[src/rtl/crc32_frame_packer_if.sv]
// Bundles the three streams around the packer: the upstream payload stream,
// the CRC engine load/result pair, and the downstream frame beat stream.
interface crc32_frame_packer_if;
  logic [31:0] in_data;
  logic        in_valid;
  logic        in_ready;

  logic [31:0] crc_data;
  logic        crc_load;
  logic [31:0] crc_result;
  logic        crc_ready;

  logic [31:0] out_data;
  logic        out_valid;
  logic        out_ready;
  logic        out_last;

  // Packer side
  modport master (
    input  in_data, in_valid, crc_result, crc_ready, out_ready,
    output in_ready, crc_data, crc_load, out_data, out_valid, out_last
  );

  // Environment side: payload source, CRC engine and frame sink
  modport slave (
    output in_data, in_valid, crc_result, crc_ready, out_ready,
    input  in_ready, crc_data, crc_load, out_data, out_valid, out_last
  );
endinterface

[src/rtl/crc32_frame_packer.sv]
// Sequences one payload word through the bit-serial CRC-32 engine and emits
// a two-beat (payload, CRC) frame. Every output is a register, updated from
// the next state so that it is valid in the same cycle as its state.
//
// state     | meaning
// ----------+------------------------------------------------------------
// IDLE      | in_ready high, waiting for a payload word
// LOAD      | one-cycle crc_load strobe, wait counter cleared
// WAIT      | counting engine latency; early crc_ready masked; timeout abort
// SEND_DATA | beat 0: payload, out_last low
// SEND_CRC  | beat 1: captured CRC, out_last high; frame counted on handshake
module crc32_frame_packer #(
  parameter int CRC_LAT = 33,
  parameter int TIMEOUT = 64,
  parameter int CNT_W   = 16
) (
  input  logic             clk,
  input  logic             rst,
  crc32_frame_packer_if.master bus,
  output logic [CNT_W-1:0] frame_cnt,
  output logic [CNT_W-1:0] err_cnt,
  output logic             busy
);

  localparam int WAIT_W = $clog2(TIMEOUT + 1);
  localparam logic [WAIT_W-1:0] LAT_M1 = WAIT_W'(CRC_LAT - 1);
  localparam logic [WAIT_W-1:0] TO_M1  = WAIT_W'(TIMEOUT - 1);
  localparam logic [WAIT_W-1:0] TO_MAX = WAIT_W'(TIMEOUT);

  typedef enum logic [2:0] {
    S_IDLE,
    S_LOAD,
    S_WAIT,
    S_SEND_DATA,
    S_SEND_CRC
  } state_t;

  state_t state;
  state_t next_state;

  logic [WAIT_W-1:0] wait_cnt;
  logic [31:0]       payload;
  logic [31:0]       crc_reg;

  logic accept;
  logic crc_hit;
  logic timeout_hit;
  logic frame_done;

  // Event decode from the current state; a usable result beats the timeout
  always_comb begin
    accept      = (state == S_IDLE) && bus.in_valid;
    crc_hit     = (state == S_WAIT) && (wait_cnt >= LAT_M1) && bus.crc_ready;
    timeout_hit = (state == S_WAIT) && !crc_hit && (wait_cnt == TO_M1);
    frame_done  = (state == S_SEND_CRC) && bus.out_ready;
  end

  // Next-state logic
  always_comb begin
    next_state = state;
    case (state)
      S_IDLE:      if (accept) next_state = S_LOAD;
      S_LOAD:      next_state = S_WAIT;
      S_WAIT: begin
        if (crc_hit)          next_state = S_SEND_DATA;
        else if (timeout_hit) next_state = S_IDLE;
      end
      S_SEND_DATA: if (bus.out_ready) next_state = S_SEND_CRC;
      S_SEND_CRC:  if (bus.out_ready) next_state = S_IDLE;
      default:     next_state = S_IDLE;
    endcase
  end

  // State register
  always_ff @(posedge clk or negedge rst) begin
    if (!rst) state <= S_IDLE;
    else      state <= next_state;
  end

  // Registered control and beat outputs, derived from the state being entered
  always_ff @(posedge clk or negedge rst) begin
    if (!rst) begin
      bus.in_ready  <= 1'b1;
      bus.crc_load  <= 1'b0;
      bus.out_valid <= 1'b0;
      bus.out_last  <= 1'b0;
      bus.out_data  <= 32'h0;
      busy          <= 1'b0;
    end else begin
      bus.in_ready  <= (next_state == S_IDLE);
      bus.crc_load  <= (next_state == S_LOAD);
      bus.out_valid <= (next_state == S_SEND_DATA) || (next_state == S_SEND_CRC);
      bus.out_last  <= (next_state == S_SEND_CRC);
      busy          <= (next_state != S_IDLE);
      case (next_state)
        S_SEND_DATA: bus.out_data <= payload;
        S_SEND_CRC:  bus.out_data <= crc_reg;
        default:     bus.out_data <= 32'h0;
      endcase
    end
  end

  // Payload and engine data capture on accept; CRC capture in the qualifying cycle
  always_ff @(posedge clk or negedge rst) begin
    if (!rst) begin
      payload      <= 32'h0;
      bus.crc_data <= 32'h0;
      crc_reg      <= 32'h0;
    end else begin
      if (accept) begin
        payload      <= bus.in_data;
        bus.crc_data <= bus.in_data;
      end
      if (crc_hit) crc_reg <= bus.crc_result;
    end
  end

  // Wait counter: cleared in LOAD, saturating count in WAIT
  always_ff @(posedge clk or negedge rst) begin
    if (!rst) begin
      wait_cnt <= '0;
    end else if (state == S_LOAD) begin
      wait_cnt <= '0;
    end else if (state == S_WAIT && wait_cnt != TO_MAX) begin
      wait_cnt <= wait_cnt + WAIT_W'(1);
    end
  end

  // Frame counter wraps; error counter saturates at all-ones
  always_ff @(posedge clk or negedge rst) begin
    if (!rst) begin
      frame_cnt <= '0;
      err_cnt   <= '0;
    end else begin
      if (frame_done) frame_cnt <= frame_cnt + CNT_W'(1);
      if (timeout_hit && (err_cnt != {CNT_W{1'b1}})) err_cnt <= err_cnt + CNT_W'(1);
    end
  end

endmodule
[src/flat_wrapper.sv]
// flat-port wrapper written by rule: the top's interface ports become plain ports
module crc32_frame_packer_flat 
#(
  parameter int CRC_LAT = 33,
  parameter int TIMEOUT = 64,
  parameter int CNT_W   = 16
)
  (clk, rst, frame_cnt, err_cnt, busy, bus_in_data, bus_in_valid, bus_crc_result, bus_crc_ready, bus_out_ready, bus_in_ready, bus_crc_data, bus_crc_load, bus_out_data, bus_out_valid, bus_out_last);
  crc32_frame_packer_if bus_i ();
  input  logic clk;
  input  logic rst;
  output logic [CNT_W-1:0] frame_cnt;
  output logic [CNT_W-1:0] err_cnt;
  output logic busy;
  input wire logic [$bits(bus_i.in_data)-1:0] bus_in_data;
  input wire logic [$bits(bus_i.in_valid)-1:0] bus_in_valid;
  input wire logic [$bits(bus_i.crc_result)-1:0] bus_crc_result;
  input wire logic [$bits(bus_i.crc_ready)-1:0] bus_crc_ready;
  input wire logic [$bits(bus_i.out_ready)-1:0] bus_out_ready;
  output wire logic [$bits(bus_i.in_ready)-1:0] bus_in_ready;
  output wire logic [$bits(bus_i.crc_data)-1:0] bus_crc_data;
  output wire logic [$bits(bus_i.crc_load)-1:0] bus_crc_load;
  output wire logic [$bits(bus_i.out_data)-1:0] bus_out_data;
  output wire logic [$bits(bus_i.out_valid)-1:0] bus_out_valid;
  output wire logic [$bits(bus_i.out_last)-1:0] bus_out_last;
  assign bus_i.in_data = bus_in_data;
  assign bus_i.in_valid = bus_in_valid;
  assign bus_i.crc_result = bus_crc_result;
  assign bus_i.crc_ready = bus_crc_ready;
  assign bus_i.out_ready = bus_out_ready;
  assign bus_in_ready = bus_i.in_ready;
  assign bus_crc_data = bus_i.crc_data;
  assign bus_crc_load = bus_i.crc_load;
  assign bus_out_data = bus_i.out_data;
  assign bus_out_valid = bus_i.out_valid;
  assign bus_out_last = bus_i.out_last;
  crc32_frame_packer #(.CRC_LAT(CRC_LAT), .TIMEOUT(TIMEOUT), .CNT_W(CNT_W)) u_core (.clk(clk), .rst(rst), .bus(bus_i), .frame_cnt(frame_cnt), .err_cnt(err_cnt), .busy(busy));
endmodule
[config.mk]
export PLATFORM = sky130hd
export DESIGN_NAME = crc32_frame_packer_flat
export DESIGN_NICKNAME = d
export VERILOG_FILES = /design/src/rtl/crc32_frame_packer_if.sv /design/src/rtl/crc32_frame_packer.sv /design/src/flat_wrapper.sv
export SDC_FILE = /design/constraint.sdc
export NUM_CORES = 1
export LEC_CHECK = 0
export ABC_CLOCK_PERIOD_IN_PS = 2600
export CAP_MARGIN = 20
export CORE_ASPECT_RATIO = 0.7
export CORE_UTILIZATION = 38
export CTS_BUF_LIST = sky130_fd_sc_hd__clkbuf_16
export DETAILED_ROUTE_END_ITERATION = 8
export GPL_ROUTABILITY_DRIVEN = 0
export PLACE_DENSITY = 0.67
export SLEW_MARGIN = 20
export SYNTH_ARGS = -nofsm -noshare
export SYNTH_HDL_FRONTEND = slang
export SYNTH_SLANG_ARGS = --single-unit
[constraint.sdc]
create_clock -name clk -period 2.6 [get_ports clk]
set_clock_uncertainty 0.2 [all_clocks]
set_input_delay 0.65 -clock clk [delete_from_list [all_inputs] [get_ports clk]]
set_output_delay 0.65 -clock clk [all_outputs]
set_load 0.005 [all_outputs]
Yosys cells after proc, flatten, opt, wreduce, memory -nomap -nowiden --
Cells that the tools add are included.
Operators by class: $lt $le $gt $ge 1, multiplexer cells 9, eq/ne operators 10, reductions and logical operators 14, add/sub/neg operators 3
Operators with widths (count):
- $pmux W32 S2 | 1
- $add A16 B1 Y16 const B | 2
- $ne A16 B16 Y1 const B | 1
- $mux W3 | 5
- $pmux W3 S5 | 1
- $mux W7 | 2
- $eq A3 B2 Y1 const B | 3
- $logic_and A1 B1 Y1 | 8
- $add A7 B1 Y7 const B | 1
- $eq A7 B6 Y1 const B | 1
- $ge A7 B6 Y1 const B | 1
- $ne A7 B7 Y1 const B | 1
- $eq A3 B1 Y1 const B | 2
- $eq A3 B3 Y1 const B | 2
- $logic_not A3 Y1 | 2
- $reduce_bool A3 Y1 | 1
- $reduce_bool A2 Y1 | 1
- $logic_not A1 Y1 | 1
- $logic_or A1 B1 Y1 | 1
Word-level totals: input bits 69, flip-flop bits (word level) 143, output and inout port bits 101

Depth between registers and ports, before layout --
Gate-level depths: netlist of run 1.
depth in word-level cells 11, gate-level depth with buffers 7

Worst setup path before layout of run 1 --
OpenSTA, ideal clock, no wires.
path type reg-to-reg, from reg u_core.state[0], to reg u_core.err_cnt[1], cell stages (with the launch flop) 6, path slack 0.460 ns, arrival time 1.815 ns, path buffers 1, data required time 2.275 ns, library setup time 0.125 ns, cell sequence dfrtp_1 > or3b_1 > buf_2 > nor4b_4 > o31a_2 > mux2_2
On the way: cells in the longest elaborated chain, start to end 7
Ends and longest elaborated chain:
- start: declaration | RTL line crc32_frame_packer.sv:38 | state_t state;
- start signal: assignment | RTL line crc32_frame_packer.sv:77 | else state <= next_state;
- $eq A3 B2 Y1 (*) | RTL line crc32_frame_packer.sv:53, crc32_frame_packer.sv:54
- $logic_and A1 B1 Y1 (2 in a row) | RTL line crc32_frame_packer.sv:53 | crc_hit = (state == S_WAIT) && (wait_cnt >= LAT_M1) && bus.crc_ready;
- $logic_not A1 Y1 | RTL line crc32_frame_packer.sv:54 | timeout_hit = (state == S_WAIT) && !crc_hit && (wait_cnt == TO_M1);
- $logic_and A1 B1 Y1 (*) (2 in a row) | RTL line crc32_frame_packer.sv:54
- $logic_and A1 B1 Y1 (*) | RTL line crc32_frame_packer.sv:136 | if (timeout_hit && (err_cnt != {CNT_W{1'b1}})) err_cnt <= err_cnt + CNT_W'(1);
- end signal: assignment | RTL line crc32_frame_packer.sv:136
- end: declaration | RTL line crc32_frame_packer.sv:21 | output logic [CNT_W-1:0] err_cnt,
Every way passes the cells marked *; elsewhere a longest branch is shown, timed or not. A chain may end at the register's enable or synchronous reset.

Final worst setup path of run 1 --
Ends and elaborated chain as after synthesis.

==> results.cfg, run 1 <==
[finish]
nFillCells = 1154
syn_to_final_growth_pct = 47.4
multi_input_area_sq_mm = 0.00200
regArea_sq_mm = 0.00358
antenna_cells = 0
final_common_cell = clkdlybuf4s50_1
drive_gt1_share_pct = 20.2
final_cells = 785
final_nets = 656
layout_common_cells = 168 x clkdlybuf4s50_1, 142 x dfrtp_1, 66 x mux2_2, 32 x a22o_1, 25 x xnor2_1

[routing]
drt_iter0_drc = 150
drc = 0
wl_per_cell_um = 16.4
antenna_left = 0
vias_per_cell = 4.94
firstDrtPassIters = 4
detailroute.via_count = 3879
drt_wl_total_mm = 12.9

[timing]
post-route-period-util_pct = 89.7
finalSetupTns_ns = 0
worst_slack_ns = 0.267
max_freq_ghz = 0.429
layout_min_cycle_time_ns = 2.33
maxSlewHeadroom_pct = 66.2
grt_setup_unrepaired = false
setup_viol = 0
final_hold_viol_count = 0
final_max_slew_viol_count = 0
worst_pin_slew_ns = 0.506

[global_routing]
grt_overflow_total = 0
grt_pass1_vias = 3952
grt_pass1_wl_mm = 21.3
grt_max_degree = 71
antenna_found_initial = 0
grtUsageTotal_pct = 18.1

[floorplanning]
io-pin-count = 170
die_y_um = 104
fp.dieW_um = 147
initial_utilization_pct = 39.7
die_area_sq_mm = 0.0153
coreArea_sq_mm = 0.0141
rows = 36

[min_path]
hold_path_class = reg -> reg

[setup_path]
crit_fanout = 7
crit_path_top_delay_cell = or3b_1
cp_slowest_stage_delay_ns = 0.48
crit_chain = or3b_1 -> nor4b_4 -> o31a_2 -> mux2_2
criticalPathCategory = reg -> reg
endpoint_kind = register
start_kind = register
required_ns = 2.69
cp.arrival_ns = 2.43

[synthesis]
ys.flop_type = dfrtp_1
synth_edf_count = 0
synthesis.instances = 395
syn_area_per_cell_sq_um = 14.2
synth_fp_nets = 468
ys_ff_latch = 143
synth_top_area_share_pct = 63.3
synth.area.top_cells = dfrtp_1 63%, mux2_2 13%, a22o_1 5.0%, xnor2_1 3.9%, and3_1 1.7%
seq_area_frac_synth_pct = 63.8
synth_top_cell_by_area = dfrtp_1
yosysWarnings = 0
syn_area_sq_mm = 0.00561
synthArstFlopShare_pct = 100
netlist-cell-type-count = 36

[clock_network]
cts_sinks = 143
insertion_delay_ns = 0.41
ctsHtreeMaxLevel = 4
clk_pin_slew_ns = 0.06
cts_made_buffers = 17
cts_tree = yes
root_buffer = clkbuf_16
postCtsSetupRepairBufs = 0
clockBufferDepth = 2

[placement]
port_buffers = 169
dpl.hpwl_mm = 8.90
place_ws_ns = 0.0983
placed_cells = 753

[run]
max_cap_violations = 0

[power_and_ir_drop]
ir_drop_uv = 554
power.density_mw_per_mm2 = 874
p_leak_nw = 3.72

[outcome]
status = finished, final reports clean
through the flow:
stage          total power, mW  hold slack [ns]  utilization, %  instance area (sq um)
3_3_place_gp              4.86            0.255            54.3                   7680
2_1_floorplan             3.69            0.154               -                   5610
5_1_grt                   7.61            0.302            58.5                   8270
4_1_cts                   7.31            0.274            58.5                   8270
3_5_place_dp              4.90            0.257            54.3                   7680
6_report                  7.23            0.275            58.5                   8270
cells in the mapped netlist (2+ instances only):
library cell / number
a31oi_1: 2
nand4_1: 8
or3_1: 2
or2_2: 4
nand3_1: 13
xor2_1: 9
clkbuf_1: 7
mux2_2: 66
a21oi_1: 4
xnor2_1: 25
nand2_1: 14
and3_1: 15
o21ai_0: 3
nor2_1: 14
mux2i_1: 2
a22o_1: 32
inv_1: 4
buf_2: 7
dfrtp_1: 142
and4_1: 3
ha_1: 4
power breakdown:
group / internal [mW] / total, mW / leakage [nW] / switching (mW)
clock: 1.48 / 2.38 / 0.290 / 0.899
combinational: 1.20 / 1.87 / 1.52 / 0.675
sequential: 2.64 / 2.98 / 1.91 / 0.336
total: 5.32 / 7.23 / 3.72 / 1.91
per-layer routing:
metal,vias to the layer above,track usage [%],part of all wire (%),wire (um)
met1,1944,25.3,48,6190
met2,129,25.4,43,5580
met3,14,7.27,7.2,924
li1,1792,-,-,-
met4,0,5.52,1.3,166
met5,-,0,0,0
cells by family after synthesis:
logic type	synth area share, %
mux	13.6
flops	63.8
buf+inv	1.36
simple gates	8.78
xor+xnor	5.31
fa+ha+maj	0.892
compound gates	6.27
critical path, delay by kind of cell, from the launching register on:
family / cells / cell delay (ns)
simple gates: 2 / 0.90
flops: 1 / 0.47
mux: 1 / 0.35
compound gates: 1 / 0.30
path summary, 6_finish.rpt:
kind,depth (start not counted),start,end,slack (ns)
worst max-delay path,4,u_core.state[0]$_DFF_PN0_,u_core.err_cnt[1]$_DFFE_PN0P_,0.27
worst min-delay path,1,u_core.frame_cnt[15]$_DFFE_PN0P_,u_core.frame_cnt[15]$_DFFE_PN0P_,0.28
worst max register to register,4,u_core.state[0]$_DFF_PN0_,u_core.err_cnt[1]$_DFFE_PN0P_,0.27
worst min register to register,1,u_core.frame_cnt[15]$_DFFE_PN0P_,u_core.frame_cnt[15]$_DFFE_PN0P_,0.28
max in group asynchronous,3,rst,u_core.bus.in_ready$_DFF_PN1_,1.19
min in group asynchronous,2,rst,u_core.frame_cnt[9]$_DFFE_PN0P_,0.42
cell type report:
cell class | instances | share of cell area (%)
flip-flops and latches | 143 | 43.3
multi-input cells | 234 | 24.2
repair buffers | 183 | 22.5
clock inverters | 14 | 1.83
clock buffers | 17 | 5.14
inverters | 4 | 0.182
well taps | 190 | 2.87
repair_timing:
action / in CTS / in global routing
gates resized for setup: 0 / 0
hold endpoints to repair: 6 / 0
hold buffers: 1 / 0
No activity file was read; power rests on OpenSTA's default activity.
==> run 2, diff against run 1 <==
- RECOVER_POWER: unset -> 25
==> run 2 against run 1 <==
  * Cell count is the same
  * First-iteration DRC count is 4.0% lower
  * Worst setup slack about the same
  * Clock power is essentially flat
  * Sequential share of layout area up 0.19 points
  * Utilization is 0.26 points lower
  * Clock-buffer cell count did not move
  * Critical path type unchanged
  * Highest routed layer unchanged
==> results.cfg, run 2 (synthesis results as in run 1) <==
[power_and_ir_drop]
power_switching_share_pct = 26.4
power.share.combinational_pct = 25.8
seqPwrFrac_pct = 41.2
p_int_mw = 5.31
ir_drop_uv = 554
p_switching_mw = 1.90
clkPwrFrac_pct = 33.0
p_leak_nw = 3.70
power.density_mw_per_mm2 = 876

[min_path]
hold_path_class = reg -> reg

[finish]
syn_to_final_growth_pct = 46.7
nFillCells = 1161
layout_common_cells = 168 x clkdlybuf4s50_1, 142 x dfrtp_1, 66 x mux2_2, 32 x a22o_1, 25 x xnor2_1
antenna_cells = 0
final_nets = 656
final_common_cell = clkdlybuf4s50_1
final_cells = 785
drive_gt1_share_pct = 19.8

[floorplanning]
initial_utilization_pct = 39.7
fp.dieW_um = 147
rows = 36
die_y_um = 104
io-pin-count = 170
die_area_sq_mm = 0.0153
coreArea_sq_mm = 0.0141

[clock_network]
ctsHtreeMaxLevel = 4
cts_made_buffers = 17
insertion_delay_ns = 0.41
clk_pin_slew_ns = 0.06
cts_sinks = 143
root_buffer = clkbuf_16
clockBufferDepth = 2
cts_tree = yes

[routing]
dr_wl_met3_um = 939
drt_iter0_drc = 144
vias_per_cell = 4.93
dr.max_layer_used = met4
antenna_left = 0
detailroute.via_count = 3871
drt_wl_total_mm = 12.9
firstDrtPassIters = 5
drc = 0
met2WireLength_mm = 5.66
m1WireLength_mm = 6.10
wl_per_cell_um = 16.4

[timing]
layout_min_cycle_time_ns = 2.33
setup_viol = 0
finalSetupTns_ns = 0
final_max_slew_viol_count = 0
worst_pin_slew_ns = 0.967
maxSlewHeadroom_pct = 35.5
max_freq_ghz = 0.429
grt_setup_unrepaired = false
final_hold_viol_count = 0
post-route-period-util_pct = 89.7

[outcome]
status = finished, final reports clean

[placement]
dpl.hpwl_mm = 8.90
port_buffers = 169
placed_cells = 753

[setup_path]
crit_fanout = 7
criticalPathCategory = reg -> reg
cp.arrival_ns = 2.43
start_kind = register
endpoint_kind = register
required_ns = 2.69

[global_routing]
grtUsageTotal_pct = 18.1
antenna_found_initial = 0
grt_pass1_wl_mm = 21.3
grt_pass1_vias = 3952
grt_max_degree = 71
grt_overflow_total = 0

[run]
max_cap_violations = 0
==> run 2: layer usage <==
metal | GRT usage (%) | vias to the layer above
met5 | 0 | -
met4 | 5.52 | 0
met3 | 7.27 | 15
met2 | 25.4 | 130
met1 | 25.3 | 1932
li1 | - | 1794
==> run 2: path summary, 6_finish.rpt <==
kind / from / endpoint / slack (ns) / depth (start not counted)
max reg2reg: u_core.state[0]$_DFF_PN0_ / u_core.err_cnt[1]$_DFFE_PN0P_ / 0.27 / 4
min: u_core.frame_cnt[15]$_DFFE_PN0P_ / u_core.frame_cnt[15]$_DFFE_PN0P_ / 0.27 / 1
min in group asynchronous: rst / u_core.frame_cnt[9]$_DFFE_PN0P_ / 0.49 / 2
max in group asynchronous: rst / u_core.bus.out_data[0]$_DFF_PN0_ / 0.37 / 3
max: u_core.state[0]$_DFF_PN0_ / u_core.err_cnt[1]$_DFFE_PN0P_ / 0.27 / 4
min reg2reg: u_core.frame_cnt[15]$_DFFE_PN0P_ / u_core.frame_cnt[15]$_DFFE_PN0P_ / 0.27 / 1
==> run 2: what timing repair did <==
item / CTS / global route
hold buffers: 1 / 0
setup endpoints to repair: 0 / 0
buffers inserted: 0 / 0
resized for setup: 0 / 0
endpoints found under the hold margin: 6 / 0
==> run 2: cell type report <==
| cell class | count | area, sq um | area share (%) |
|---|---|---|---|
| Sequential cell | 143 | 3580 | 43.5 |
| Multi-Input combinational cell | 234 | 2000 | 24.3 |
| Timing Repair Buffer | 183 | 1830 | 22.2 |
| Clock inverter | 14 | 151 | 1.84 |
| Tap cell | 190 | 238 | 2.89 |
| Clock buffer | 17 | 425 | 5.17 |
| Inverter | 4 | 15.0 | 0.182 |
==> run 2: power groups by stage <==
stage	combinational (mW)	sequential [mW]	clock, mW
global route	2.02	3.04	2.54
detailed placement	1.88	3.01	0
global placement	1.86	2.99	0
CTS	1.90	2.98	2.44
floorplan	0.727	2.97	0
finish	1.86	2.97	2.38
==> run 2: per-stage QoR <==
stage / utilization [%] / setup slack (ns) / hold slack (ns) / cell area [sq um] / power (mW)
after CTS: 58.5 / 0.269 / 0.274 / 8270 / 7.31
after global placement: 54.3 / 0.127 / 0.255 / 7680 / 4.86
after global routing: 58.2 / 0.103 / 0.302 / 8230 / 7.60
after floorplan: - / 0.460 / 0.154 / 5610 / 3.69
final: 58.2 / 0.267 / 0.275 / 8230 / 7.22
after detailed placement: 54.3 / 0.0983 / 0.257 / 7680 / 4.90
==> run 2: critical path, cell delays in order, from the launching register on <==
cell and delay [ns]:
dfrtp_1 0.47, or3b_1 0.49, nor4b_4 0.42, o31a_2 0.30
mux2_2 0.35
==> run 3, diff against run 2 <==
- ABC_CLOCK_PERIOD_IN_PS: 2600 -> 2900
- clock period: 2.6 -> 2.9 ns (I/O delays scaled with it)
==> run 3 against run 2 <==
  * Utilization fell by 0.12 points
  * Non-clock buffer count fell by 4
  * First-iteration DRC count rose by 26%
  * Global-route usage rose by 0.30 points
  * Sequential cell count did not move
  * Routed wire length rose by 0.64%
  * Register-to-register slack improved by 0.19 ns
  * Sequential power fell by 10%
==> results.cfg, run 3 (synthesis results as in run 1) <==
[outcome]
status = finished, final reports clean

[setup_path]
rr_worst_depth = 4
rrSetupSlack_ns = 0.46
crit_start = u_core.state[0]$_DFF_PN0_
crit_chain = or3b_1 -> nor4b_4 -> o31a_2 -> mux2_2
cp_slowest_stage_delay_ns = 0.57
worstSetupPathDepth = 4
path_buf_inv = 0
r2r-end = u_core.err_cnt[1]$_DFFE_PN0P_
endpoint_kind = register
r2r_start = u_core.state[0]$_DFF_PN0_
criticalPathCategory = reg -> reg
crit_family = simple AND/OR/NAND/NOR gates
crit_fanout = 7
start_kind = register
required_ns = 2.99
crit_path_end = u_core.err_cnt[1]$_DFFE_PN0P_
crit_path_top_delay_cell = or3b_1
cp.arrival_ns = 2.53

[finish]
drive_gt1_share_pct = 19.5
antenna_cells = 0
layout_common_cells = 168 x clkdlybuf4s50_1, 142 x dfrtp_1, 66 x mux2_2, 32 x a22o_1, 25 x xnor2_1
final_core_util_pct = 58.1
syn_to_final_growth_pct = 46.4
final_common_cell = clkdlybuf4s50_1
final_nets = 652
final_cells = 781
fin_area_sq_mm = 0.00822

[clock_network]
cts_sinks = 143
cts_resized = 0
holdBufCountCts = 0
clockBufferDepth = 2
ctsHtreeMaxLevel = 4
postCtsSetupRepairBufs = 0
cts_tree = yes
cts_made_buffers = 17
root_buffer = clkbuf_16
clk_pin_slew_ns = 0.06
insertion_delay_ns = 0.41

[placement]
dpl.hpwl_mm = 9.00
place_area_sq_mm = 0.00765
port_buffers = 169
placed_cells = 750

[routing]
vias_per_cell = 4.92
firstDrtPassIters = 4
antenna_left = 0
drt_iter0_drc = 181
drt_wl_total_mm = 12.9
wl_per_cell_um = 16.6
detailroute.via_count = 3846
drc = 0

[timing]
max_freq_ghz = 0.410
grt_setup_unrepaired = false
setup_viol = 0
post-route-period-util_pct = 84.2
final_max_slew_viol_count = 0
finalSetupTns_ns = 0
maxSlewHeadroom_pct = 25.1
layout_min_cycle_time_ns = 2.44
final_hold_viol_count = 0
worst_pin_slew_ns = 1.12

[floorplanning]
io-pin-count = 170
die_y_um = 104
initial_utilization_pct = 39.7
fp.dieW_um = 147
coreArea_sq_mm = 0.0141
die_area_sq_mm = 0.0153
rows = 36

[global_routing]
grtUsageTotal_pct = 18.4
grt_pass1_wl_mm = 21.4
grt_pass1_vias = 3994
grt_overflow_total = 0
grt_max_degree = 45
antenna_found_initial = 0

[power_and_ir_drop]
ir_drop_uv = 496
total_power_mw = 6.44
p_leak_nw = 3.68
power.density_mw_per_mm2 = 783

[min_path]
hold_path_class = reg -> reg

[run]
max_cap_violations = 0
==> run 3: final cells by class <==
class                           count  area, sq um
Clock buffer                       17          425
Clock inverter                     14          153
Fill cell                        1145         5930
Inverter                            4         15.0
Multi-Input combinational cell    234         2000
Sequential cell                   143         3580
Tap cell                          190          238
Timing Repair Buffer              179         1810
==> run 3: worst min path at each step <==
stage / from / cells past startpoint / endpoint
6_report: u_core.frame_cnt[15]$_DFFE_PN0P_ / 1 / u_core.frame_cnt[15]$_DFFE_PN0P_
5_1_grt: u_core.crc_reg[14]$_DFFE_PN0P_ / 1 / u_core.bus.out_data[14]$_DFF_PN0_
4_1_cts: rst / 1 / u_core.frame_cnt[6]$_DFFE_PN0P_
3_5_place_dp: u_core.frame_cnt[15]$_DFFE_PN0P_ / 1 / u_core.frame_cnt[15]$_DFFE_PN0P_
3_3_place_gp: u_core.frame_cnt[15]$_DFFE_PN0P_ / 1 / u_core.frame_cnt[15]$_DFFE_PN0P_
2_1_floorplan: rst / 0 / u_core.bus.crc_data[0]$_DFFE_PN0P_
==> run 3: power breakdown <==
| group | internal [mW] | switching, mW |
|---|---|---|
| Sequential | 2.37 | 0.303 |
| Combinational | 1.05 | 0.599 |
| Clock | 1.33 | 0.787 |
==> run 3: stage by stage <==
| step | hold WS [ns] | setup WS, ns |
|---|---|---|
| final | 0.275 | 0.459 |
| after global routing | 0.297 | 0.329 |
| after CTS | 0.0342 | 0.429 |
| after detailed placement | 0.270 | 0.249 |
| after global placement | 0.268 | 0.266 |
| after floorplan | 0.229 | 0.695 |
==> run 3: routing by layer <==
metal  track usage, %  wire length (um)  vias up
li1                 -                 -     1793
met1             24.7              6080     1900
met2             26.8              5580      138
met3             6.74              1070       15
met4             7.07               205        0
met5                0                 0        -
